## src/rtl/mmio_unit.sv

```systemverilog
// Memory-mapped I/O unit: UART TX holding register, UART RX FIFO and
// cycle/retired-instruction counters in the 0x8xxx_xxxx window.
module mmio_unit #(
  parameter int RX_DEPTH = 4
) (
  input  logic        clk,
  input  logic        rst,
  input  logic [31:0] addr,
  input  logic        re,
  input  logic        we,
  input  logic [31:0] wdata,
  input  logic        inst_retire,
  output logic [31:0] uart_out,
  output logic [7:0]  tx_data,
  output logic        tx_valid,
  input  logic        tx_ready,
  input  logic [7:0]  rx_data,
  input  logic        rx_valid,
  output logic        rx_ready
);
  localparam int AW = $clog2(RX_DEPTH);
  localparam int PW = AW + 1;

  localparam logic [7:0] OFF_STAT = 8'h00;
  localparam logic [7:0] OFF_RXD  = 8'h04;
  localparam logic [7:0] OFF_TXD  = 8'h08;
  localparam logic [7:0] OFF_CYC  = 8'h10;
  localparam logic [7:0] OFF_INS  = 8'h14;
  localparam logic [7:0] OFF_CCLR = 8'h18;

  logic [31:0] r_uart_out;
  logic [7:0]  r_tx_data;
  logic        r_tx_valid;
  logic [31:0] r_cyc, r_ins;
  logic [7:0]  r_mem [RX_DEPTH];
  logic [PW-1:0] r_wp, r_rp;

  logic        w_mmio, w_rd, w_wr;
  logic [7:0]  w_off;
  logic        w_empty, w_full, w_push, w_pop;
  logic        w_tx_load, w_cclr;
  logic [31:0] w_rdata;
  logic        w_unused;

  assign w_mmio   = (addr[31:28] == 4'b1000);
  assign w_off    = addr[7:0];
  assign w_rd     = re & w_mmio;
  assign w_wr     = we & w_mmio;
  assign w_unused = &{1'b0, addr[27:8], wdata[31:8]};

  // Extra pointer bit distinguishes full from empty when the index bits match.
  assign w_empty  = (r_wp == r_rp);
  assign w_full   = (r_wp[AW] != r_rp[AW]) && (r_wp[AW-1:0] == r_rp[AW-1:0]);
  assign rx_ready = ~w_full & rst;
  assign w_push   = rx_valid & rx_ready;
  assign w_pop    = w_rd && (w_off == OFF_RXD) && !w_empty;

  // A store to a full holding register is dropped even if it drains this edge.
  assign w_tx_load = w_wr && (w_off == OFF_TXD) && !r_tx_valid;
  assign w_cclr    = w_wr && (w_off == OFF_CCLR);

  always_comb begin
    w_rdata = '0;
    case (w_off)
      OFF_STAT: w_rdata = {30'b0, ~w_empty, ~r_tx_valid};
      OFF_RXD:  w_rdata = w_empty ? 32'h0 : {24'b0, r_mem[r_rp[AW-1:0]]};
      OFF_CYC:  w_rdata = r_cyc;
      OFF_INS:  w_rdata = r_ins;
      default:  w_rdata = '0;
    endcase
  end

  always_ff @(posedge clk) begin
    if (!rst) begin
      r_uart_out <= '0;
      r_tx_data  <= '0;
      r_tx_valid <= 1'b0;
      r_cyc      <= '0;
      r_ins      <= '0;
      r_wp       <= '0;
      r_rp       <= '0;
    end else begin
      if (w_rd) r_uart_out <= w_rdata;

      if (w_tx_load) begin
        r_tx_data  <= wdata[7:0];
        r_tx_valid <= 1'b1;
      end else if (r_tx_valid && tx_ready) begin
        r_tx_valid <= 1'b0;
      end

      if (w_cclr) begin
        r_cyc <= '0;
        r_ins <= '0;
      end else begin
        r_cyc <= r_cyc + 32'd1;
        r_ins <= r_ins + {31'b0, inst_retire};
      end

      if (w_push) r_wp <= r_wp + 1'b1;
      if (w_pop)  r_rp <= r_rp + 1'b1;
    end
  end

  // Storage needs no reset; the pointers define what is valid.
  always_ff @(posedge clk) begin
    if (w_push) r_mem[r_wp[AW-1:0]] <= rx_data;
  end

  assign uart_out = r_uart_out;
  assign tx_data  = r_tx_data;
  assign tx_valid = r_tx_valid;
endmodule

```

## config.mk

```make
export PLATFORM = sky130hd
export DESIGN_NAME = mmio_unit
export DESIGN_NICKNAME = d
export VERILOG_FILES = /design/src/rtl/mmio_unit.sv
export SDC_FILE = /design/constraint.sdc
export NUM_CORES = 1
export LEC_CHECK = 0
export ABC_AREA = 1
export CORE_UTILIZATION = 50
export DETAILED_ROUTE_END_ITERATION = 8
export GPL_ROUTABILITY_DRIVEN = 0
export PLACE_DENSITY = 0.86
export SYNTH_ARGS = -nofsm -noshare
export SYNTH_HDL_FRONTEND = slang
export SYNTH_SLANG_ARGS = --single-unit
```

## constraint.sdc

```tcl
create_clock -name clk -period 2.35 [get_ports clk]
set_input_delay 0.235 -clock clk [delete_from_list [all_inputs] [get_ports clk]]
set_output_delay 0.235 -clock clk [all_outputs]
set_load 0.05 [all_outputs]
```

== Yosys cells after proc, flatten, opt, wreduce, memory -nomap -nowiden ==
Memory sizes are Yosys's and may differ from the RTL's. A register that Yosys moved wholly into a read port is not among the register bits.
Cells that the tools add are included.

* Register bits: 111
* Memory bits (writable): 32
* Input bits: 79
* Output and inout port bits: 42
* Logic and storage cells: 49
* Memories: 1

* $add $sub $neg: 4
* Equal/unequal tests: 9
* Mux-type cells: 8
* Bitwise gates (word level): 8
* Reductions and logical operators: 12

{| class="wikitable"
|+ Memory list
! memory !! depth !! width !! read ports !! clocked after memory_dff !! wr ports !! RTL line !! source
|-
| r_mem || 4 || 8 || 1 || 1 || 1 || 35 || <nowiki>logic [7:0] r_mem [RX_DEPTH];</nowiki>
|}

{| class="wikitable"
|+ Operator list
! kind !! number
|-
| case mux 32 bit (4 select lines) || 1
|-
| adder 32 x 1 -> 32 bit || 1
|-
| adder 32 x 1 -> 32 bit (second input constant) || 1
|-
| == test 8 x 5 -> 1 bit (second input constant) || 3
|-
| == test 8 x 3 -> 1 bit (second input constant) || 1
|-
| == test 8 x 4 -> 1 bit (second input constant) || 1
|-
| zero test 8 bit || 1
|-
| 2-to-1 mux 8 bit || 1
|-
| logical AND 1 bit || 7
|-
| adder 3 x 1 -> 3 bit (second input constant) || 2
|-
| AND 1 bit || 4
|-
| == test 4 bit (second input constant) || 1
|-
| 2-to-1 mux 1 bit || 4
|-
| 2-to-1 mux 2 bit || 2
|-
| inverter 1 bit || 4
|-
| == test 3 bit || 1
|-
| == test 2 bit || 1
|-
| zero test 1 bit || 2
|-
| nonzero test 2 bit || 1
|-
| OR reduction 2 bit || 1
|-
| != test 1 bit || 1
|}

== Longest topological paths before layout ==
Gate-level depths: netlist (run 1).

* Depth in word-level cells: 7
* Gate-level depth with buffers: 10
* Mapped depth without buffers: 10

== Least setup slack after synthesis (run 1) ==
OpenSTA, ideal clock, no wires.

* Kind: flip-flop to flip-flop
* Start: register r_wp[0]
* End: memory r_mem[0][0] (enable)
* Library setup time: 0.371 ns
* Arrival time: 1.269 ns
* Required time: 1.979 ns
* Path slack: 0.710 ns
* Cell stages (with the launch flop): 7
* Path buffers: 0
* Period minus slack after synthesis: 1.640 ns
* Path through: dfxtp_1 -> inv_1 -> nand2_1 -> nand2_1 -> nand3_1 -> nand3_1 -> nor2_1

* Longest elaborated chain between the ends: 7

{| class="wikitable"
|+ RTL lines
! item !! RTL line !! source
|-
| from (decl) || 36 || <nowiki>logic [PW-1:0] r_wp, r_rp;</nowiki>
|-
| from (signal assigned) || 100 || <nowiki>if (w_push) r_wp <= r_wp + 1'b1;</nowiki>
|-
| == test 2 bit || 53 || <nowiki>assign w_full = (r_wp[AW] != r_rp[AW]) && (r_wp[AW-1:0] == r_rp[AW-1:0]);</nowiki>
|-
| logical AND 1 bit || 53 ||
|-
| inverter 1 bit || 54 || <nowiki>assign rx_ready = ~w_full & rst;</nowiki>
|-
| AND 1 bit || 54 ||
|-
| AND 1 bit || 55 || <nowiki>assign w_push = rx_valid & rx_ready;</nowiki>
|-
| 2-to-1 mux 1 bit || 107 || <nowiki>if (w_push) r_mem[r_wp[AW-1:0]] <= rx_data;</nowiki>
|-
| 2-to-1 mux 1 bit (not written as such) || 107 ||
|-
| to (decl) || 35 ||
|}

Several ways; a longest one is shown, not always the timed one.

== Final worst setup path (run 1) ==
* Start: register r_tx_valid (netlist: tx_valid)
* End: output port tx_valid

{| class="wikitable"
|+ RTL lines
! item !! RTL line !! source
|-
| from (decl) || 33 || <nowiki>logic r_tx_valid;</nowiki>
|-
| from (signal assigned) || 77 || <nowiki>r_tx_valid <= 1'b0;</nowiki>
|-
| from (signal assigned) || 87 || <nowiki>r_tx_valid <= 1'b1;</nowiki>
|-
| from (signal assigned) || 89 || <nowiki>r_tx_valid <= 1'b0;</nowiki>
|-
| to (decl) || 15 || <nowiki>output logic tx_valid,</nowiki>
|}

No word-level cell between the ends.

==> results of run 1 <==
==> path summary, 6_finish.rpt <==
| path | endpoint | slack [ps] | cells after the start | start |
|---|---|---|---|---|
| worst max register to register | r_ins[20]$_SDFF_PP0_ | 580 | 9 | r_ins[0]$_SDFF_PP0_ |
| worst min-delay path | tx_data[7]$_SDFFE_PN0P_ | 420 | 3 | wdata[7] |
| worst max-delay path | tx_valid | 430 | 1 | tx_valid$_SDFFE_PN0P_ |
| worst min register to register | uart_out[16]$_SDFFE_PN0P_ | 460 | 2 | uart_out[16]$_SDFFE_PN0P_ |
==> placed cells by master (no fill, tap or decap) <==
| master | n |
|---|---|
| a21oi_1 | 65 |
| buf_12 | 2 |
| buf_4 | 16 |
| bufinv_16 | 3 |
| clkbuf_1 | 3 |
| clkbuf_16 | 17 |
| clkdlybuf4s50_1 | 75 |
| clkinv_1 | 4 |
| clkinv_2 | 2 |
| clkinv_4 | 1 |
| clkinvlp_4 | 3 |
| dfxtp_1 | 113 |
| edfxtp_1 | 32 |
| ha_1 | 8 |
| inv_1 | 84 |
| inv_2 | 6 |
| nand2_1 | 289 |
| nand2_2 | 7 |
| nand3_1 | 82 |
| nand3_2 | 4 |
| nand3b_1 | 12 |
| nand4_1 | 4 |
| nand4_2 | 1 |
| nor2_1 | 167 |
| nor2_2 | 25 |
| nor2_4 | 4 |
| nor3_1 | 5 |
| o21ai_0 | 44 |
| o21ai_1 | 13 |
| or2_0 | 1 |
| or2_2 | 1 |
| xnor2_1 | 8 |
| xor2_1 | 15 |
==> through the flow <==
| step | utilization, % | hold slack (ps) | area, um2 | total power, W | setup WS, ps |
|---|---|---|---|---|---|
| CTS | 62.7 | 413 | 8760 | 0.00554 | 433 |
| finish | 62.7 | 424 | 8760 | 0.00551 | 433 |
| global placement | 58.5 | 448 | 8190 | 0.00289 | 282 |
| global route | 62.7 | 423 | 8760 | 0.00568 | 376 |
| floorplan | - | 334 | 7210 | 0.00278 | 710 |
| detailed placement | 58.5 | 455 | 8190 | 0.00289 | 242 |
==> layout make-up <==
type | count | area, um2
Fill cell | 1179 | 5220
Clock inverter | 12 | 143
Timing Repair Buffer | 93 | 911
Inverter | 91 | 342
Tap cell | 180 | 225
Sequential cell | 145 | 3220
Multi-Input combinational cell | 755 | 3480
Clock buffer | 20 | 437
==> power by group <==
part	switching, W	internal (W)
logic	0.000146	0.000104
clock network	0.00102	0.00165
registers	0.0000178	0.00257
total	0.00118	0.00433
==> sequential cells by signal, indices dropped and copies added (netlist names), named ones only <==
name / count
r_cyc: 32
r_ins: 32
r_mem: 32
r_rp: 3
r_wp: 3
tx_data: 8
tx_valid: 1
uart_out: 32
==> worst register-to-register path, delay by kind of cell, from the launching register on <==
family | cells | cell delay, ps
adder cells (fa/ha/maj) | 2 | 440
flip-flops | 1 | 340
AND/OR/NAND/NOR | 7 | 880
==> synthesized netlist by cell type <==
library cell,number,share of area [%]
edfxtp_1,32,13
nand4_2,1,0.17
dfxtp_1,113,31
clkbuf_1,7,0.36
nor2_4,4,0.62
nor2_1,167,8.7
buf_2,21,1.5
o21ai_1,13,0.90
xnor2_1,8,0.97
buf_6,1,0.16
nand4_1,4,0.35
buf_4,1,0.10
nor2_2,25,2.2
o21ai_0,44,3.1
nand3_1,82,5.7
a21oi_1,65,4.5
nor3_1,5,0.35
inv_2,6,0.31
nand3_2,4,0.55
buf_8,1,0.21
inv_1,84,4.4
nand2_1,289,15
or2_0,1,0.087
xor2_1,15,1.8
nand3b_1,12,1.2
nand2_2,7,0.61
ha_1,8,1.4
clkinv_1,1,0.052
or2_2,1,0.087
==> logic make-up (layout without fill, tap and decap cells) <==
group | after synthesis | in the layout | synth area share (%)
AOI/OAI and AO/OA | 122 | 122 | 8.46
buffers and inverters | 122 | 216 | 7.02
adders and majority gates | 8 | 8 | 1.39
and+or+nand+nor | 602 | 602 | 35.7
DFF | 145 | 145 | 44.7
xor gates and xnor gates | 23 | 23 | 2.79
==> per-layer routing <==
metal  share of wire, %  wire [um]  vias to the layer above
li1                   -          -                     3428
met4                2.8        507                        0
met3                7.2       1310                       43
met2                 47       8460                      276
met5                  0          0                        -
met1                 43       7840                     3189
==> metrics.txt, run 1 <==
antenna cells 0; DRC Markers 0; Port Buf Inserts 76; final non-filler cell total 1296; slowest CP cell clkdlybuf4s50_1; initial antenna violation count 0; Syn Area/Cell 7.06 um2; Critical Path RT 2120 ps; TritonCTS clock tree done; clock root cell clkbuf_16; CP cell instances clkdlybuf4s50_1; Slew Limit Fails 0; Yosys warnings 0; Clock Sinks 145; DR vias ~6900; Post-Syn Nets around 1100; Area Overhead vs Synth 21.5%; global-route wire length before repair around 29000 um; Worst setup EP type output port; drt pass-1 iters 5; setup bufs post-CTS 0; Worst Max-Slew Pin Slew between 500 and 600 ps; Initial Utilization 51.6%; row count 43; Max clock buf depth 2; CP Class reg -> out; Leak 2.96 nW; period utilization between 80% and 90%; gr busiest metal met2; WL/cell 14.0 um; max_slew headroom 63.7%; Setup-failing EPs final 0; Peak Freq 0.522 GHz; Mapped Cells roughly 1000; #FFs+latches synth between 100 and 150; DR iter-0 viols around 860; setup_tns 0 ps; total routed wirelength 18100 um; CTS HTree Levels 4; crit-path max cell delay between 800 and 900 ps; die height 122 um; share of cells above drive strength 1 8.24%; core box area 14000 um2; CP Max Fanout 4; Worst setup SP type flop; Unique masters post-synth 29; PwrDens about 630 nW/um2; maximum vdd drop around 0.55 mV; met3 Track Usage GR about 5.5%; DIE WIDTH between 100 and 150 um; final worst clock skew 6.44 ps; GRT Total Usage about a quarter; vias in the first global route about 6300; Hold Path Class in -> reg; drt via density around 5.4; Inst Count DP 1264; total congestion overflow 0; total die area 14900 um2; sequential area share after synthesis 44.7%; clock latency on the worst-skew pair approximately 430 ps; DRT antenna net count 0; number of max-cap violations 0; clock-pin transition on the worst setup and hold timing paths about 60 ps; met2 GRT Util between 40% and 50%; crit-path leading delay family buffers and inverters; Mapped Area 7210 um2; Num CTS Buffers 17; IO Pins 121; met1 Usage GRT between 30% and 40%; Final #Nets around 1200; DP Wirelength 12800 um; minimum clock period about 1900 ps; status complete, no violations; CTS resizes 0; final hold vios 0; critical path data arrival time around 1700 ps; RSZ-0062 raised after global routing false; count of hold-fix buffers inserted at cts 0; worst path buffer plus inverter count 1; largest net degree at the start of global routing 43
(Power assumes the default switching activity.)
==> inputs of run 2 (changes only) <==
==> constraint.sdc (replaced) <==
create_clock -name clk -period 1.82 [get_ports clk]
set_input_delay 0.182 -clock clk [delete_from_list [all_inputs] [get_ports clk]]
set_output_delay 0.182 -clock clk [all_outputs]
set_load 0.05 [all_outputs]
==> run 2 against run 1 <==
Effect of this change: critical path depth unchanged; setup slack worse by 400 ps; final cell count is 0.54% higher; wire length rose by 0.79%; count of clock-buffer cells in the layout increased by 1.
==> metrics.txt, run 2 (synthesized netlist as in run 1, its figures left out) <==
number of max-cap violations 0 (unchanged); CP Max Fanout 2 (-2); antenna cells 0 (unchanged); die height 122 um (unchanged); FF-to-FF setup slack 150 ps (-430 ps); total congestion overflow 0 (unchanged); Num CTS Buffers 17 (unchanged); CP cell instances clkdlybuf4s50_1; final hold vios 0 (unchanged); initial antenna violation count 0 (unchanged); row count 43 (unchanged); minimum clock period 1790 ps; slowest CP cell clkdlybuf4s50_1; most frequent cells in the layout nand2_1 (289), nor2_1 (167), dfxtp_1 (112), inv_1 (83), nand3_1 (82); DRT antenna net count 0 (unchanged); Worst setup EP type output port; Leak 3.10 nW (+4.7%); Initial Utilization 51.6% (unchanged); CTS HTree Levels 4 (unchanged); vias in the first global route 6282 (-0.13%); drt via density 5.31 (-0.69%); Worst setup SP type flop; PwrDens 864 nW/um2 (+37%); period utilization a little over nine tenths; crit-path max cell delay 820 ps (-30 ps); total die area 14900 um2 (unchanged); worst path buffer plus inverter count 1 (unchanged); clock latency on the worst-skew pair 430 ps (about the same); IO Pins 121 (unchanged); max_slew headroom 64.4% (+0.63 points); TritonCTS clock tree done; Worst Max-Slew Pin Slew 534 ps (-9.44 ps); share of cells above drive strength 1 9.26% (+1.0 points); DR vias 6925 (-0.16%); clock root cell clkbuf_16; Port Buf Inserts 76 (unchanged); largest net degree at the start of global routing 47 (+9.3%); DP Wirelength 12900 um (+0.82%); count of hold-fix buffers inserted at cts 0 (unchanged); RSZ-0062 raised after global routing false; drt pass-1 iters 5 (unchanged); core box area 14000 um2 (unchanged); Critical Path RT 1640 ps (-480 ps); DRC Markers 0 (unchanged); placed cell area 8290 um2 (+1.3%); DR iter-0 viols 730 (-16%); commonest non-fill, non-tap cell in the layout nand2_1; WL/cell 14.0 um (+0.25%); Hold Path Class in -> reg; crit-path leading delay family buffers and inverters; GRT Total Usage 25.6% (+0.15 points); overall power 0.00776 W (+41%); Slew Limit Fails 0 (unchanged); clock-pin transition on the worst setup and hold timing paths 60 ps (about the same); Peak Freq between 0.5 and 0.6 GHz; Clock Sinks 145 (unchanged); CP Class reg -> out; total routed wirelength 18300 um (+0.79%); Max clock buf depth 2 (unchanged); DIE WIDTH 122 um (unchanged); final worst clock skew 7.64 ps (+1.20 ps); post-route cell area 8980 um2 (+2.5%); maximum vdd drop 0.725 mV (+31%); Area Overhead vs Synth 24.5%; status complete, no violations; Setup-failing EPs final 0 (unchanged); Final #Nets 1197 (+0.59%); critical path data arrival time 1600 ps (-80 ps); global-route wire length before repair 29300 um (+0.47%)
==> run 2: changes by cell type in the layout (fill, tap and decap cells not counted), moves of 2 or more <==
cell	before	now
buf_4	16	19
buf_12	2	6
clkdlybuf4s50_1	75	73
clkinv_1	4	2
clkinvlp_4	3	1
clkbuf_8	0	2
bufinv_16	3	7
==> run 2: cell type report <==
type / count / area (um2)
fillers: 1150 / 5010
clock inverters: 11 / 231
repair buffers: 100 / 1010
multi-input cells: 755 / 3480
well taps: 180 / 225
clock buffers: 21 / 460
inverters: 91 / 342
flip-flops and latches: 145 / 3220
==> run 2: metal layers <==
layer | GRT usage [%] | vias up | part of all wire (%) | routed length, um
li1 | - | 3434 | - | -
met1 | 32.3 | 3166 | 42 | 7710
met2 | 41.7 | 283 | 48 | 8720
met3 | 5.20 | 42 | 7.2 | 1320
met4 | 12.4 | 0 | 2.9 | 522
met5 | 0 | - | 0 | 0
==> run 2: worst paths after layout <==
path,end,start,cells past startpoint
worst max-delay path,uart_out[9],uart_out[9]$_SDFFE_PN0P_,1
worst min-delay path,tx_data[4]$_SDFFE_PN0P_,wdata[4],3
worst max register to register,r_ins[28]$_SDFF_PP0_,r_ins[0]$_SDFF_PP0_,7
worst min register to register,uart_out[13]$_SDFFE_PN0P_,uart_out[13]$_SDFFE_PN0P_,2
==> run 2: power by group <==
group | switching (W) | internal [W] | leakage, nW | total (W)
logic | 0.000192 | 0.000143 | 1.56 | 0.000335
registers | 0.0000251 | 0.00332 | 1.20 | 0.00335
clock network | 0.00131 | 0.00277 | 0.335 | 0.00408
total | 0.00153 | 0.00624 | 3.10 | 0.00776
==> run 2: timing repair <==
action | 4_1_cts | 5_1_grt
pin swaps | 0 | 0
setup endpoints to repair | 1 | 13
buffers inserted | 0 | 0
gates resized for setup | 1 | 3
==> run 2: metrics by stage <==
stage	TNS [ps]	util, %	setup WS, ps	instances	hold WS (ps)
finish	0	64.2	33.4	1303	372
global placement	-6.04	59.2	-6.04	1271	447
detailed placement	-535	59.2	-72.0	1271	455
CTS	0	64.2	11.9	1303	364
floorplan	0	-	180	1022	281
global route	0	64.2	2.04	1303	382
==> inputs of run 3 (changes only) <==
--- a/config.mk
+++ b/config.mk
@@ -10,6 +10,7 @@
 export DETAILED_ROUTE_END_ITERATION = 8
 export GPL_ROUTABILITY_DRIVEN = 0
 export PLACE_DENSITY = 0.86
+export REMOVE_ABC_BUFFERS = 1
 export SYNTH_ARGS = -nofsm -noshare
 export SYNTH_HDL_FRONTEND = slang
 export SYNTH_SLANG_ARGS = --single-unit
==> run 3 against run 2 <==
Effect of this change: die area stayed put; first-iteration DRC count increased by 2.7%; setup slack lost 24 ps; clock skew shrank 2.5 ps; sequential cell count did not move; clock power fell by 12%; sequential share of layout area hardly changed; critical path depth unchanged; sequential power about the same; worst hold slack improved by 2.0 ps; cell area hardly changed; via count grew 2.0%; largest power group unchanged.
==> metrics.txt, run 3 (synthesized netlist as in run 1, its figures left out) <==
Clk pwr share 49.2% (-3.3 points); initial antenna violation count 0 (unchanged); core box area 14000 um2 (unchanged); worst path buffer plus inverter count 1 (unchanged); global-route wire length before repair 31100 um (+6.0%); number of max-cap violations 0 (unchanged); CP cell instances clkdlybuf4s50_1; IO Pins 121 (unchanged); met3 Track Usage GR 4.54% (-0.66 points); final worst clock skew 5.16 ps (-2.48 ps); Initial Utilization 51.6% (unchanged); WL/cell 14.3 um (+2.3%); met1 Usage GRT 34.7% (+2.4 points); period utilization 99.5% (+1.3 points); Worst setup EP type output port; Area Overhead vs Synth 24.5% (about the same); Worst Max-Slew Pin Slew 528 ps (-5.97 ps); Max clock buf depth 2 (unchanged); DRC Markers 0 (unchanged); clock-pin transition on the worst setup and hold timing paths 70 ps (about the same); Critical Path RT 1640 ps (about the same); setup ws final 9.20 ps (-24.2 ps); Hold Path Class in -> reg; die height 122 um (unchanged); Port Buf Inserts 76 (unchanged); cells on worst reg2reg path 9 (+2); Worst setup SP type flop; CP Class reg -> out; slowest CP cell clkdlybuf4s50_1; max_slew headroom 64.7% (+0.33 points); PwrDens 810 nW/um2 (-6.3%); pre-CTS setup slack -165 ps (-92.9 ps); Peak Freq 0.552 GHz (-1.3%); Final #Nets 1206 (+0.75%); Internal 0.00546 W (-12%); CTS HTree Levels 4 (unchanged); most frequent cells in the layout nand2_1 (289), nor2_1 (167), dfxtp_1 (111), inv_1 (84), nand3_1 (82); critical path data arrival time 1630 ps (+30 ps); met2 GRT Util 43.5% (+1.8 points); DR vias 7064 (+2.0%); minimum clock period 1810 ps (+24.2 ps); Combinational Power Share 4.8% (+0.5 points); count of hold-fix buffers inserted at cts 0 (unchanged); vias in the first global route 6585 (+4.8%); DRT antenna net count 0 (unchanged); min-delay src wdata[6]; share of cells above drive strength 1 10.2% (+0.99 points); crit-path leading delay family buffers and inverters; total congestion overflow 0 (unchanged); maximum vdd drop 0.758 mV (+4.5%); status complete, no violations; Flop pwr share 46.0% (+2.9 points); total routed wirelength 18800 um (+3.0%); gr busiest metal met2; final hold vios 0 (unchanged); GRT Total Usage 26.6% (+1.0 points); TritonCTS clock tree done; largest net degree at the start of global routing 43 (-8.5%); CP Max Fanout 2 (unchanged); Num CTS Buffers 17 (unchanged); crit-path max cell delay 830 ps (about the same); DP Wirelength 13300 um (+3.0%); Setup-failing EPs final 0 (unchanged); Crit path depth 1 (unchanged); clock latency on the worst-skew pair 420 ps (about the same); Clock Sinks 145 (unchanged); DR iter-0 viols 750 (+2.7%); hold path depth 3 (unchanged); commonest non-fill, non-tap cell in the layout nand2_1; Hold Slack 374 ps (+2.01 ps); Leak 3.13 nW (+0.94%); row count 43 (unchanged); total die area 14900 um2 (unchanged); drt via density 5.38 (+1.3%); drt pass-1 iters 7 (+2); antenna cells 0 (unchanged); NetSw 0.00181 W (+19%); RSZ-0062 raised after global routing false; Slew Limit Fails 0 (unchanged); sw frac 24.9% (+5.3 points); DIE WIDTH 122 um (unchanged); r2r startpoint r_ins[0]$_SDFF_PP0_; clock root cell clkbuf_16; worst setup path startpoint uart_out[7]$_SDFFE_PN0P_
## run 3: cell types whose count changed in the layout (fill, tap and decap cells not counted), moves of 2 or more
cell / change
buf_4: +9
inv_8: +7
bufinv_16: -6
clkinv_8: +3
clkbuf_1: -2
clkbuf_8: -2
clkinv_2: -2
inv_6: +2
## run 3: worst paths after layout
kind                                to  slack [ps]
max                        uart_out[7]           9
min            tx_data[6]$_SDFFE_PN0P_         370
max reg2reg       r_ins[20]$_SDFF_PP0_         190
min reg2reg  uart_out[16]$_SDFFE_PN0P_         470
## run 3: per-layer routing
metal	part of all wire, %	vias to the layer above
met2	48	303
met5	0	-
met3	6.9	57
met1	42	3238
met4	3.0	0
li1	-	3466
## run 3: layout make-up
class                      instances  area (um2)
timing repair buffer             109        1080
inverter                          91         342
multi-input combinational        755        3480
clock buffer                      17         425
clock inverter                    15         191
tap                              180         225
sequential                       145        3230
fill                            1155        5010
## run 3: power groups by stage
| stage | sequential, W | combinational (W) | clock [W] |
|---|---|---|---|
| final | 0.00334 | 0.000350 | 0.00358 |
| after global routing | 0.00334 | 0.000382 | 0.00375 |
| after CTS | 0.00334 | 0.000348 | 0.00360 |
| after detailed placement | 0.00341 | 0.000340 | 0 |
| after global placement | 0.00341 | 0.000331 | 0 |
| after floorplan | 0.00342 | 0.000142 | 0 |
## run 3: what timing repair did
action | 4_1_cts | 5_1_grt
resized for setup | 1 | 4
setup endpoints to repair | 1 | 27
pin swaps | 0 | 0
buffers inserted | 0 | 0
## run 3: metrics by stage
step / cells / cell area [um2] / TNS (ps) / utilization [%] / total power (W)
2_1_floorplan: 991 / 7050 / -7600 / - / 0.00356
3_3_place_gp: 1280 / 8360 / -313 / 59.7 / 0.00374
3_5_place_dp: 1280 / 8360 / -846 / 59.7 / 0.00375
4_1_cts: 1312 / 8970 / 0 / 64.1 / 0.00729
5_1_grt: 1312 / 8980 / 0 / 64.2 / 0.00748
6_report: 1312 / 8980 / 0 / 64.2 / 0.00727
